[config.mk]
export PLATFORM = sky130hd
export DESIGN_NAME = switch_nport
export DESIGN_NICKNAME = d
export VERILOG_FILES = /design/src/rtl/switch_pkg.sv /design/src/rtl/switch_rr_arbiter.sv /design/src/rtl/switch_nport.sv
export SDC_FILE = /design/constraint.sdc
export NUM_CORES = 1
export LEC_CHECK = 0
export CAP_MARGIN = 20
export CORE_ASPECT_RATIO = 1.75
export CORE_MARGIN = 4
export CORE_UTILIZATION = 30
export DETAILED_ROUTE_END_ITERATION = 8
export PLACE_DENSITY_LB_ADDON = 0.15
export SYNTH_ARGS = -nofsm -noshare
export SYNTH_HDL_FRONTEND = slang
export SYNTH_SLANG_ARGS = --single-unit
[constraint.sdc]
create_clock -name clk -period 5.95 [get_ports clk]
set_clock_uncertainty 0.1 [all_clocks]
set_input_delay 1.19 -clock clk [delete_from_list [all_inputs] [get_ports clk]]
set_output_delay 1.19 -clock clk [all_outputs]
set_load 0.02 [all_outputs]
[src/rtl/switch_pkg.sv]
// Shared constants and helpers for the N-port packet switch.
package switch_pkg;

    localparam int MAX_PORTS  = 8;
    localparam int DROP_CNT_W = 16;

    // True when exactly one bit of the mask is set.
    function automatic logic onehot_valid(input logic [MAX_PORTS-1:0] mask);
        return (mask != '0) && ((mask & (mask - MAX_PORTS'(1))) == '0);
    endfunction

    // Low bit of field idx inside a flat bus made of w-bit fields.
    function automatic int lo_bit(input int idx, input int w);
        return idx * w;
    endfunction

    // Increment with wrap-around to 0 at n.
    function automatic int wrap_inc(input int v, input int n);
        return (v + 1 >= n) ? 0 : v + 1;
    endfunction

endpackage

[src/rtl/switch_rr_arbiter.sv]
// Round-robin arbiter: grants the first requester at or after the pointer,
// then moves the pointer one past the winner. The pointer holds when idle.
module switch_rr_arbiter
    import switch_pkg::*;
#(
    parameter int N = 4
) (
    input  logic         clk,
    input  logic         rst,
    input  logic [N-1:0] req,
    output logic [N-1:0] grant
);

    localparam int PW = (N > 1) ? $clog2(N) : 1;

    logic [PW-1:0] ptr;
    logic [PW-1:0] gidx;
    logic          found;
    int            idx;

    // Scan upward from ptr with wrap; first requester wins.
    always_comb begin
        grant = '0;
        gidx  = '0;
        found = 1'b0;
        idx   = 0;
        for (int k = 0; k < N; k++) begin
            idx = int'(ptr) + k;
            if (idx >= N) idx = idx - N;
            if (!found && req[PW'(idx)]) begin
                found = 1'b1;
                gidx  = PW'(idx);
            end
        end
        if (found) grant[gidx] = 1'b1;
    end

    // Pointer advances only when a grant is issued.
    always_ff @(posedge clk) begin
        if (rst)
            ptr <= '0;
        else if (found)
            ptr <= PW'(wrap_inc(int'(gidx), N));
    end

endmodule

[src/rtl/switch_nport.sv]
// N-port packet switch: per-input holding register, per-output show-ahead
// FIFO and round-robin arbiter. Multicast bits drain independently.
// Optional macro SWITCH_STATS_EN adds per-output pop counters.
module switch_nport
    import switch_pkg::*;
#(
    parameter int NUM_PORTS  = 4,
    parameter int DATA_W     = 8,
    parameter int FIFO_DEPTH = 8
) (
    input  logic                           clk,
    input  logic                           rst,
    input  logic [NUM_PORTS-1:0]           in_valid,
    output logic [NUM_PORTS-1:0]           in_ready,
    input  logic [NUM_PORTS*NUM_PORTS-1:0] in_source,
    input  logic [NUM_PORTS*NUM_PORTS-1:0] in_target,
    input  logic [NUM_PORTS*DATA_W-1:0]    in_data,
    output logic [NUM_PORTS-1:0]           out_valid,
    input  logic [NUM_PORTS-1:0]           out_ready,
    output logic [NUM_PORTS*NUM_PORTS-1:0] out_source,
    output logic [NUM_PORTS*NUM_PORTS-1:0] out_target,
    output logic [NUM_PORTS*DATA_W-1:0]    out_data,
    output logic [NUM_PORTS-1:0]           fifo_full,
`ifdef SWITCH_STATS_EN
    output logic [NUM_PORTS*16-1:0]        stat_pkt_count,
`endif
    output logic [DROP_CNT_W-1:0]          drop_count
);

    localparam int N  = NUM_PORTS;
    localparam int AW = $clog2(FIFO_DEPTH);
    localparam int CW = AW + 1;

    typedef struct packed {
        logic [N-1:0]      src;
        logic [N-1:0]      tgt;
        logic [DATA_W-1:0] data;
    } pkt_t;

    pkt_t [N-1:0]          in_pkt;
    pkt_t [N-1:0]          hold;
    pkt_t [N-1:0]          push_pkt;
    logic [N-1:0]          hold_v;
    logic [N-1:0][N-1:0]   rem;        // [input][output]
    logic [N-1:0][N-1:0]   rem_next;   // [input][output]
    logic [N-1:0][N-1:0]   req;        // [output][input]
    logic [N-1:0][N-1:0]   grant;      // [output][input]
    logic [N-1:0][N-1:0]   grant_col;  // [input][output]
    logic [N-1:0]          space;
    logic [N-1:0]          push;
    logic [N-1:0]          pop;
    logic [N-1:0]          load;
    logic [N-1:0]          drop;
    logic [DROP_CNT_W:0]   drop_sum;

    // Split the flat input buses into per-input packets.
    always_comb begin
        in_pkt = '0;
        for (int i = 0; i < N; i++) begin
            in_pkt[i].src  = in_source[lo_bit(i, N) +: N];
            in_pkt[i].tgt  = in_target[lo_bit(i, N) +: N];
            in_pkt[i].data = in_data[lo_bit(i, DATA_W) +: DATA_W];
        end
    end

    // Requests: held packet still owes this output and the FIFO can take it.
    always_comb begin
        req = '0;
        for (int o = 0; o < N; o++)
            for (int i = 0; i < N; i++)
                req[o][i] = hold_v[i] && rem[i][o] && space[o];
    end

    // Transpose grants per input and mux the winning packet to each FIFO.
    always_comb begin
        grant_col = '0;
        push_pkt  = '0;
        for (int o = 0; o < N; o++) begin
            for (int i = 0; i < N; i++) begin
                grant_col[i][o] = grant[o][i];
                if (grant[o][i]) push_pkt[o] = hold[i];
            end
        end
    end

    // Input accept: register empty or its last pending bits drain this cycle.
    always_comb begin
        rem_next = '0;
        in_ready = '0;
        load     = '0;
        drop     = '0;
        for (int i = 0; i < N; i++) begin
            rem_next[i] = rem[i] & ~grant_col[i];
            in_ready[i] = !rst && (!hold_v[i] || (rem_next[i] == '0));
            load[i]     = in_valid[i] && in_ready[i] && (in_pkt[i].tgt != '0);
            drop[i]     = in_valid[i] && in_ready[i] && (in_pkt[i].tgt == '0);
        end
        drop_sum = {1'b0, drop_count} + (DROP_CNT_W+1)'($countones(drop));
    end

    // Holding registers: load a new packet or retire granted target bits.
    always_ff @(posedge clk) begin
        if (rst) begin
            hold_v <= '0;
            rem    <= '0;
        end else begin
            for (int i = 0; i < N; i++) begin
                if (load[i]) begin
                    hold_v[i] <= 1'b1;
                    rem[i]    <= in_pkt[i].tgt;
                    hold[i]   <= in_pkt[i];
                end else begin
                    hold_v[i] <= hold_v[i] && (rem_next[i] != '0);
                    rem[i]    <= rem_next[i];
                end
            end
        end
    end

    // Saturating count of zero-target packets (several may drop per cycle).
    always_ff @(posedge clk) begin
        if (rst)
            drop_count <= '0;
        else if (drop != '0)
            drop_count <= drop_sum[DROP_CNT_W] ? '1 : drop_sum[DROP_CNT_W-1:0];
    end

    for (genvar o = 0; o < N; o++) begin : g_out
        pkt_t          mem [FIFO_DEPTH];
        pkt_t          head;
        logic [AW-1:0] wr_ptr;
        logic [AW-1:0] rd_ptr;
        logic [CW-1:0] count;

        switch_rr_arbiter #(.N(N)) u_arb (
            .clk   (clk),
            .rst   (rst),
            .req   (req[o]),
            .grant (grant[o])
        );

        assign out_valid[o] = !rst && (count != '0);
        assign pop[o]       = out_valid[o] && out_ready[o];
        assign push[o]      = grant[o] != '0;
        // Push at full is fine when the head leaves in the same cycle.
        assign space[o]     = (count < CW'(FIFO_DEPTH)) || pop[o];
        assign fifo_full[o] = count == CW'(FIFO_DEPTH);
        assign head         = mem[rd_ptr];

        assign out_source[o*N +: N]           = head.src;
        assign out_target[o*N +: N]           = head.tgt;
        assign out_data[o*DATA_W +: DATA_W]   = head.data;

        // FIFO storage write port.
        always_ff @(posedge clk) begin
            if (push[o]) mem[wr_ptr] <= push_pkt[o];
        end

        // FIFO pointers and occupancy.
        always_ff @(posedge clk) begin
            if (rst) begin
                wr_ptr <= '0;
                rd_ptr <= '0;
                count  <= '0;
            end else begin
                if (push[o]) wr_ptr <= wr_ptr + AW'(1);
                if (pop[o])  rd_ptr <= rd_ptr + AW'(1);
                case ({push[o], pop[o]})
                    2'b10:   count <= count + CW'(1);
                    2'b01:   count <= count - CW'(1);
                    default: count <= count;
                endcase
            end
        end

`ifdef SWITCH_STATS_EN
        logic [15:0] stat;

        // Per-output delivered-packet counter, wraps naturally.
        always_ff @(posedge clk) begin
            if (rst)
                stat <= '0;
            else if (pop[o])
                stat <= stat + 16'd1;
        end

        assign stat_pkt_count[o*16 +: 16] = stat;
`endif
    end

endmodule

# [After elaboration in Yosys (flattened, before gate mapping)]
# Memories as Yosys holds them, arrays and structs flattened. A register that Yosys moved wholly into a read port is not among the register bits.
# Cells that the tools add are included.
[classes] bitwise_logic=9 n_addsub=52 n_reduce_logical=134 eq_ne=12 n_mux=157 magnitude_cmp=48
[op_table] operator="2-to-1 mux 16 bit" count=17
[op_table] operator="logical AND 1 bit" count=76
[op_table] operator="2-to-1 mux 2 bit" count=36
[op_table] operator="nonzero test 4 bit" count=17
[op_table] operator="less-than comparator 2 x 4 -> 1 bit, second input constant" count=16
[op_table] operator="2-to-1 mux 1 bit" count=64
[op_table] operator=">= comparator 3 bit, second input constant" count=16
[op_table] operator="binary-select mux 1 bit (select 2 bit)" count=16
[op_table] operator="logical NOT 4 bit" count=8
[op_table] operator="2-to-1 mux 4 bit" count=8
[op_table] operator="case mux 4 bit (2 select lines)" count=4
[op_table] operator="subtractor 2 x 1 -> 2 bit, second input constant" count=16
[op_table] operator="adder 2 x 1 -> 3 bit, second input constant" count=8
[op_table] operator="adder 2 x 2 -> 3 bit, second input constant" count=8
[op_table] operator="adder 3 x 1 -> 3 bit, second input constant" count=8
[op_table] operator="2-to-1 mux 3 bit" count=8
[op_table] operator="adder 16 x 3 -> 17 bit" count=1
[op_table] operator="logical NOT 1 bit" count=17
[op_table] operator="adder 4 x 1 -> 4 bit, second input constant" count=4
[op_table] operator="AND 4 bit" count=4
[op_table] operator="equality test 4 bit, second input constant" count=4
[op_table] operator="less-than comparator 4 bit, second input constant" count=4
[op_table] operator="NOT 4 bit" count=4
[op_table] operator="subtractor 4 x 1 -> 4 bit, second input constant" count=4
[op_table] operator="other kinds (12)" count=44
[word_totals] input_bits=74 ram_bits=512 output_inout_bits=92 n_memories=4 reg_bits=148 wordCells=450
[memory_table] name="g_out[0].mem" words=8 word_bits=16 read_ports=1 rd_ports_with_merged_regs=1 wr=1 line_no="switch_nport.sv:129" source="pkt_t mem [FIFO_DEPTH];"
[memory_table] name="g_out[1].mem" words=8 word_bits=16 read_ports=1 rd_ports_with_merged_regs=1 wr=1 line_no="switch_nport.sv:129"
[memory_table] name="g_out[2].mem" words=8 word_bits=16 read_ports=1 rd_ports_with_merged_regs=1 wr=1 line_no="switch_nport.sv:129"
[memory_table] name="g_out[3].mem" words=8 word_bits=16 read_ports=1 rd_ports_with_merged_regs=1 wr=1 line_no="switch_nport.sv:129"

# [Depth between registers and ports, before layout]
# Gate-level depths: netlist (run 1).
[depth] depth_word=34 depth_mapped=25 mapped_depth_nobuf=23

# [Modules after synthesis]
# Synthesis (run 1) repeated with hierarchy kept, for this count alone.
[unflattened] cells_unflattened=1884 area_unflattened_um2=28563.6
[by_module_without_submodules] module="switch_nport" cells_each=1762 n_inst=1 area_each_um2=27492.6
[by_module_without_submodules] module="switch_rr_arbiter at g_out[0].u_arb ..." cells_each=31 n_inst=3 area_each_um2=270.3
[by_module_without_submodules] module="switch_rr_arbiter at g_out[3].u_arb" cells_each=29 n_inst=1 area_each_um2=260.2

# [Worst setup path after synthesis (run 1)]
# No wires, ideal clock.
[synth_path] path_type="input -> register" from="input rst" to="register drop_count[9]" path_stages=22 slack_ns=-0.251 arrival_ns=6.010 t_required_ns=5.759 path_buffers=1 path_cell_list="nand2b_1 -> and2_1 -> a21oi_1 -> a21oi_1 -> o21ai_0 -> a22oi_1 -> inv_1 -> ha_1 -> a21boi_0 -> o41a_1 -> or4b_2 -> fa_1 -> fa_1 -> inv_1 -> fa_1 -> and3_1 -> nand3_1 -> or3_1 -> buf_1 -> o21ai_0 -> a21oi_1 -> a311oi_1"
[synth_via] elab_chain_cells=34
[synth_lines] element="from (decl)" line_no="switch_nport.sv:12" source="input logic rst,"
[synth_lines] element="logical NOT 1 bit" line_no="switch_nport.sv:94, switch_nport.sv:142"
[synth_lines] element="logical AND 1 bit" line_no="switch_nport.sv:142" source="assign out_valid[o] = !rst && (count != '0);"
[synth_lines] element="logical AND 1 bit" line_no="switch_nport.sv:143" source="assign pop[o] = out_valid[o] && out_ready[o];"
[synth_lines] element="logical OR 1 bit" line_no="switch_nport.sv:146" source="assign space[o] = (count < CW'(FIFO_DEPTH)) || pop[o];"
[synth_lines] element="logical AND 1 bit" line_no="switch_nport.sv:71" source="req[o][i] = hold_v[i] && rem[i][o] && space[o];"
[synth_lines] element="binary-select mux 1 bit (select 2 bit)" line_no="switch_rr_arbiter.sv:30" source="if (!found && req[PW'(idx)]) begin"
[synth_lines] element="2-to-1 mux 1 bit (not written as such) (2 in series)" line_no="switch_rr_arbiter.sv:30"
[synth_lines] element="2-to-1 mux 1 bit" line_no="switch_rr_arbiter.sv:30"
[synth_lines] element="[... 16 more ...]"
[synth_lines] element="logical NOT 4 bit" line_no="switch_nport.sv:94" source="in_ready[i] = !rst && (!hold_v[i] || (rem_next[i] == '0));"
[synth_lines] element="logical OR 1 bit" line_no="switch_nport.sv:94"
[synth_lines] element="logical AND 1 bit" line_no="switch_nport.sv:94"
[synth_lines] element="logical AND 1 bit (2 in series)" line_no="switch_nport.sv:96" source="drop[i] = in_valid[i] && in_ready[i] && (in_pkt[i].tgt == '0);"
[synth_lines] element="adder 1 x 1 -> 2 bit (not written as such)" line_no="switch_nport.sv:98" source="drop_sum = {1'b0, drop_count} + (DROP_CNT_W+1)'($countones(drop));"
[synth_lines] element="adder 2 x 2 -> 3 bit (not written as such)" line_no="switch_nport.sv:98"
[synth_lines] element="adder 16 x 3 -> 17 bit" line_no="switch_nport.sv:98"
[synth_lines] element="2-to-1 mux 16 bit" line_no="switch_nport.sv:125" source="drop_count <= drop_sum[DROP_CNT_W] ? '1 : drop_sum[DROP_CNT_W-1:0];"
[synth_lines] element="to (signal assigned)" line_no="switch_nport.sv:125"
[synth_lines] element="to (decl)" line_no="switch_nport.sv:27" source="output logic [DROP_CNT_W-1:0] drop_count"
# Parallel ways exist; a longest one is shown, timed or not. The select of a mux whose other input is x is not followed.
# A chain may end at the register's enable or synchronous reset.

# [Final worst setup path (run 1)]
[layout_path] from="input out_ready[0]" to="output in_ready[1]"
[layout_via] elab_chain_cells=26
[layout_lines] element="from (decl)" line_no="switch_nport.sv:19" source="input logic [NUM_PORTS-1:0] out_ready,"
[layout_lines] element="logical AND 1 bit (*)" line_no="switch_nport.sv:143"
[layout_lines] element="logical OR 1 bit (*)" line_no="switch_nport.sv:146"
[layout_lines] element="logical AND 1 bit" line_no="switch_nport.sv:71"
[layout_lines] element="binary-select mux 1 bit (select 2 bit)" line_no="switch_rr_arbiter.sv:30"
[layout_lines] element="2-to-1 mux 1 bit (not written as such) (2 in series)" line_no="switch_rr_arbiter.sv:30"
[layout_lines] element="2-to-1 mux 1 bit" line_no="switch_rr_arbiter.sv:30"
[layout_lines] element="logical NOT 1 bit" line_no="switch_rr_arbiter.sv:30"
[layout_lines] element="logical AND 1 bit" line_no="switch_rr_arbiter.sv:30"
[layout_lines] element="[... 9 more ...]"
[layout_lines] element="2-to-1 mux 1 bit (not written as such)" line_no="switch_rr_arbiter.sv:35" source="if (found) grant[gidx] = 1'b1;"
[layout_lines] element="demux 1 bit (select 2 bit)"
[layout_lines] element="2-to-1 mux 4 bit (*)" line_no="switch_rr_arbiter.sv:35"
[layout_lines] element="NOT 4 bit (*)" line_no="switch_nport.sv:93" source="rem_next[i] = rem[i] & ~grant_col[i];"
[layout_lines] element="AND 4 bit (*)" line_no="switch_nport.sv:93"
[layout_lines] element="logical NOT 4 bit (*)" line_no="switch_nport.sv:94"
[layout_lines] element="logical OR 1 bit (*)" line_no="switch_nport.sv:94"
[layout_lines] element="logical AND 1 bit (*)" line_no="switch_nport.sv:94"
[layout_lines] element="to (decl)" line_no="switch_nport.sv:14" source="output logic [NUM_PORTS-1:0] in_ready,"
# Every way passes the cells marked *; elsewhere a longest branch is shown, timed or not. The select of a mux whose other input is x is not followed.

==> flow_summary.json, run 1 <==
{
  "numCtsBuffers": 66,
  "ff_latch_area_um2": 19200,
  "r2r_start": "hold_v[0]",
  "outcome": "finished clean",
  "swShare_pct": 22.0,
  "avgSynthCellArea_um2": 15.2,
  "dominantRegCellSynth": "edfxtp_1",
  "crit_fanout": 4,
  "grt_pass1_wl_um": 120000,
  "cell_internal_pwr_mw": 7.93,
  "grt_max_degree": 34,
  "post-route-min-period_ns": 5.78,
  "rows": 149,
  "combPwrFrac_pct": 6.5,
  "setup_ws_ns": 0.168,
  "critPathTopFamily": "compound AO/OA/AOI/OAI gates",
  "grt_usage_pct": 16.1,
  "areaGrowthSynthToFinish_pct": 23.0,
  "first_global_vias": 18069,
  "vdd_drop_max_mv": 0.182,
  "crit_top_cell": "buf_4",
  "multi_input_area_um2": 9170,
  "dp_slack_ns": -0.725,
  "drc_errors": 0,
  "worstSetupPathType": "in2out",
  "highest_layer": "met4",
  "ios": 166,
  "ys_types": 61,
  "synth_edf_count": 576,
  "max_freq_ghz": 0.173,
  "drv_cap": 0,
  "wl_met1_um": 34500,
  "seqPwrFrac_pct": 51.6,
  "grt_overflow_total": 0,
  "syn_nets": 2003,
  "reg2reg_to": "drop_count[9]",
  "hold_path.class": "reg2reg",
  "relSlewSlack_pct": 26.1,
  "port_buffers": 165,
  "start_kind": "primary input",
  "crit_cells": 16,
  "min_path_cells": 2,
  "wl_um": 81400,
  "clk_pin_slew_ns": 0.06,
  "reg2reg_slack_ns": 0.45,
  "synth-seq-cells": 672,
  "grt_antenna_before_repair": 0,
  "dr.pass1.iters": 6,
  "start_util_pct": 30.3,
  "synthesis.area_um2": 28600,
  "cts.sinks": 672,
  "cp_data_required_time_ns": 4.66,
  "n_fill_cell": 8864,
  "drive_gt1_share_pct": 24.2,
  "fp.dieArea_um2": 101000,
  "yosys_warnings": 0,
  "power_mw": 10.2,
  "hold_viol": 0,
  "dp_hpwl_um": 55200,
  "crit_path_top_delay_cell": "clkdlybuf4s50_1",
  "first_iter_violations": 1226,
  "p_leak_nw": 11.6,
  "holdCritStartpoint": "g_out[2].rd_ptr[1]",
  "cts_tree": "done",
  "synthCells": 1885,
  "endpoint_kind": "output pin",
  "die_x_um": 241,
  "core_area_um2": 94500,
  "ff2ff_path_depth": 21,
  "rsz0062_at_grt": "yes",
  "ant_nets": 0,
  "wl_per_cell_um": 23.7,
  "fin_util_pct": 37.2,
  "setup_viol": 0,
  "power-per-cell-area_nw_per_um2": 289,
  "cp_cell_sequence": "clkdlybuf4s50_1 -> nand2b_1 -> and2_4 -> a21oi_4 -> buf_4 -> a21oi_1 -> a211o_1 -> a22oi_2 -> ha_2 -> inv_1 -> a221oi_4 -> nor2b_2 -> o41a_1 -> buf_4 -> nor2_1 -> dlygate4sd2_1",
  "finalCritPeriodShare_pct": 97.2,
  "async_flop_share_pct": 0,
  "nNetsFinal": 2293,
  "p_sw_mw": 2.24,
  "vias": 17379,
  "clkPwrFrac_pct": 41.9,
  "gp_congestion": 0.844,
  "report.final.slew_viol_count": 0,
  "h-tree-depth": 3,
  "crit_buf_inv": 5,
  "wl_met2_um": 41500,
  "cp_slowest_stage_delay_ns": 0.50,
  "vias_per_cell": 5.07,
  "cts-root-buf": "clkbuf_16",
  "ys_seq_area_share_pct": 67.2,
  "worstSkewPairLatency_ns": 0.62,
  "dr_wl_met3_um": 3610,
  "cts_buffer_depth": 3,
  "setup_tns_ns": 0,
  "worst_pin_slew_ns": 1.11,
  "die_height_um": 416,
  "postCtsHoldBufs": 0,
  "crit_arrival_ns": 4.49
}
-- routing by layer --
layer  vias up  GRT usage [%]
li1       7880              -
met5         -              0
met1      8896           21.0
met3       104           2.69
met2       499           28.0
met4         0           4.15
-- timing repair --
action / 4_1_cts / 5_1_grt
setup endpoints to repair: 7 / 19
gates cloned: 0 / 0
pin swaps: 0 / 13
gates resized for setup: 5 / 24
buffers inserted: 0 / 5
-- power by group through the flow --
stage                     Combinational [mW]  Clock (mW)  Sequential (mW)
after global placement                 0.656           0             5.36
final                                  0.662        4.26             5.25
after global routing                   0.713        4.59             5.26
after detailed placement               0.661           0             5.36
after floorplan                        0.362           0             5.30
after CTS                              0.664        4.41             5.26
-- cell usage in the layout (no fill, tap or decap), types with 8 or more instances in the layout --
cell	instances
a21oi_1	56
nor3_1	8
mux2_2	64
clkbuf_16	70
mux4_2	128
and2_1	9
mux2i_1	12
buf_4	168
nand2_1	207
a311oi_1	9
xnor2_1	12
xor2_1	16
clkbuf_1	17
a31oi_1	10
nor4_1	9
a22oi_1	67
o21ai_0	151
clkdlybuf4s50_1	162
inv_1	37
nand3_1	16
dfxtp_1	89
and3_1	9
edfxtp_1	576
nor3_4	8
nor2_1	96
ha_1	33
a21o_1	10
-- metrics by stage --
stage / instances / hold slack, ns / cell area (µm²)
after floorplan: 1885 / 0.363 / 28600
after global placement: 3307 / 0.382 / 32900
after detailed placement: 3307 / 0.388 / 32900
after CTS: 3422 / 0.399 / 35000
after global routing: 3430 / 0.427 / 35200
final: 3431 / 0.397 / 35200
-- how the worst max path moves through the flow --
stage | slack [ns] | end | from
6_report | 0.17 | in_ready[1] | out_ready[0]
5_1_grt | -0.02 | drop_count[9] | out_ready[0]
4_1_cts | 0.006 | drop_count[9] | out_ready[2]
3_5_place_dp | -0.73 | drop_count[9] | out_ready[1]
3_3_place_gp | -0.62 | drop_count[9] | out_ready[2]
2_1_floorplan | 0.007 | drop_count[9] | rst
-- tightest hold or removal path, cell delays in order, from the launching register on --
cell and delay [ns]:
dfxtp_1 0.31, nand2_1 0.05, o21ai_0 0.08
-- state kept, by name (all words and copies together), names as in the netlist, named ones only --
| register | flops |
|---|---|
| hold | 64 |
| g_out.count | 16 |
| hold_v | 4 |
| drop_count | 16 |
| g_out.rd_ptr | 12 |
| rem | 16 |
| g_out.u_arb.ptr | 8 |
| g_out.mem | 512 |
| g_out.wr_ptr | 12 |
-- final cells by class --
class / instances / share of cell area [%]
Antenna cell: 1 / 0.00711
Clock buffer: 89 / 5.19
Clock inverter: 26 / 0.960
Inverter: 39 / 0.416
Multi-Input combinational cell: 1061 / 26.1
Sequential cell: 672 / 54.7
Tap cell: 1208 / 4.30
Timing Repair Buffer: 335 / 8.39
-- synth_stat cells, drive strengths merged (6+ instances only) --
cell type  instances  area share [%]
a21boi             9            0.24
a21o              10            0.26
a21oi             60             1.1
a221oi             6            0.35
a22oi             71             1.9
a311oi             9            0.28
a31oi             10            0.22
and2              12            0.26
and3              11            0.24
buf               30            0.48
clkbuf            83             1.1
dfxtp             96             6.7
edfxtp           576              60
fa                 7            0.49
ha                37             1.6
inv               38            0.50
mux2              64             2.5
mux2i             12            0.42
mux4             128              10
nand2            207             2.7
nand2b             8            0.23
nand3             17            0.30
nor2             100             1.3
nor2b              9            0.21
nor3              19            0.33
nor3b             10            0.26
nor4              13            0.28
nor4b             11            0.36
o21ai            154             2.7
or3                6            0.13
xnor2             12            0.37
xor2              16            0.49
-- kinds of logic after synthesis --
| kind of cell | Yosys count | synth area share [%] |
|---|---|---|
| DFF | 672 | 67.2 |
| adders and majority gates | 44 | 2.11 |
| buffers and inverters | 152 | 2.08 |
| AOI/OAI and AO/OA | 351 | 7.71 |
| muxes | 204 | 13.0 |
| and+or+nand+nor | 434 | 7.00 |
| xor gates and xnor gates | 28 | 0.858 |
No activity file was read; power rests on OpenSTA's default activity.
==> run 2: changes to the inputs <==
- GPL_ROUTABILITY_DRIVEN: default -> 0
==> results of run 2 <==
Same layout as run 1: the final DEF is identical, and so are final timing and power.
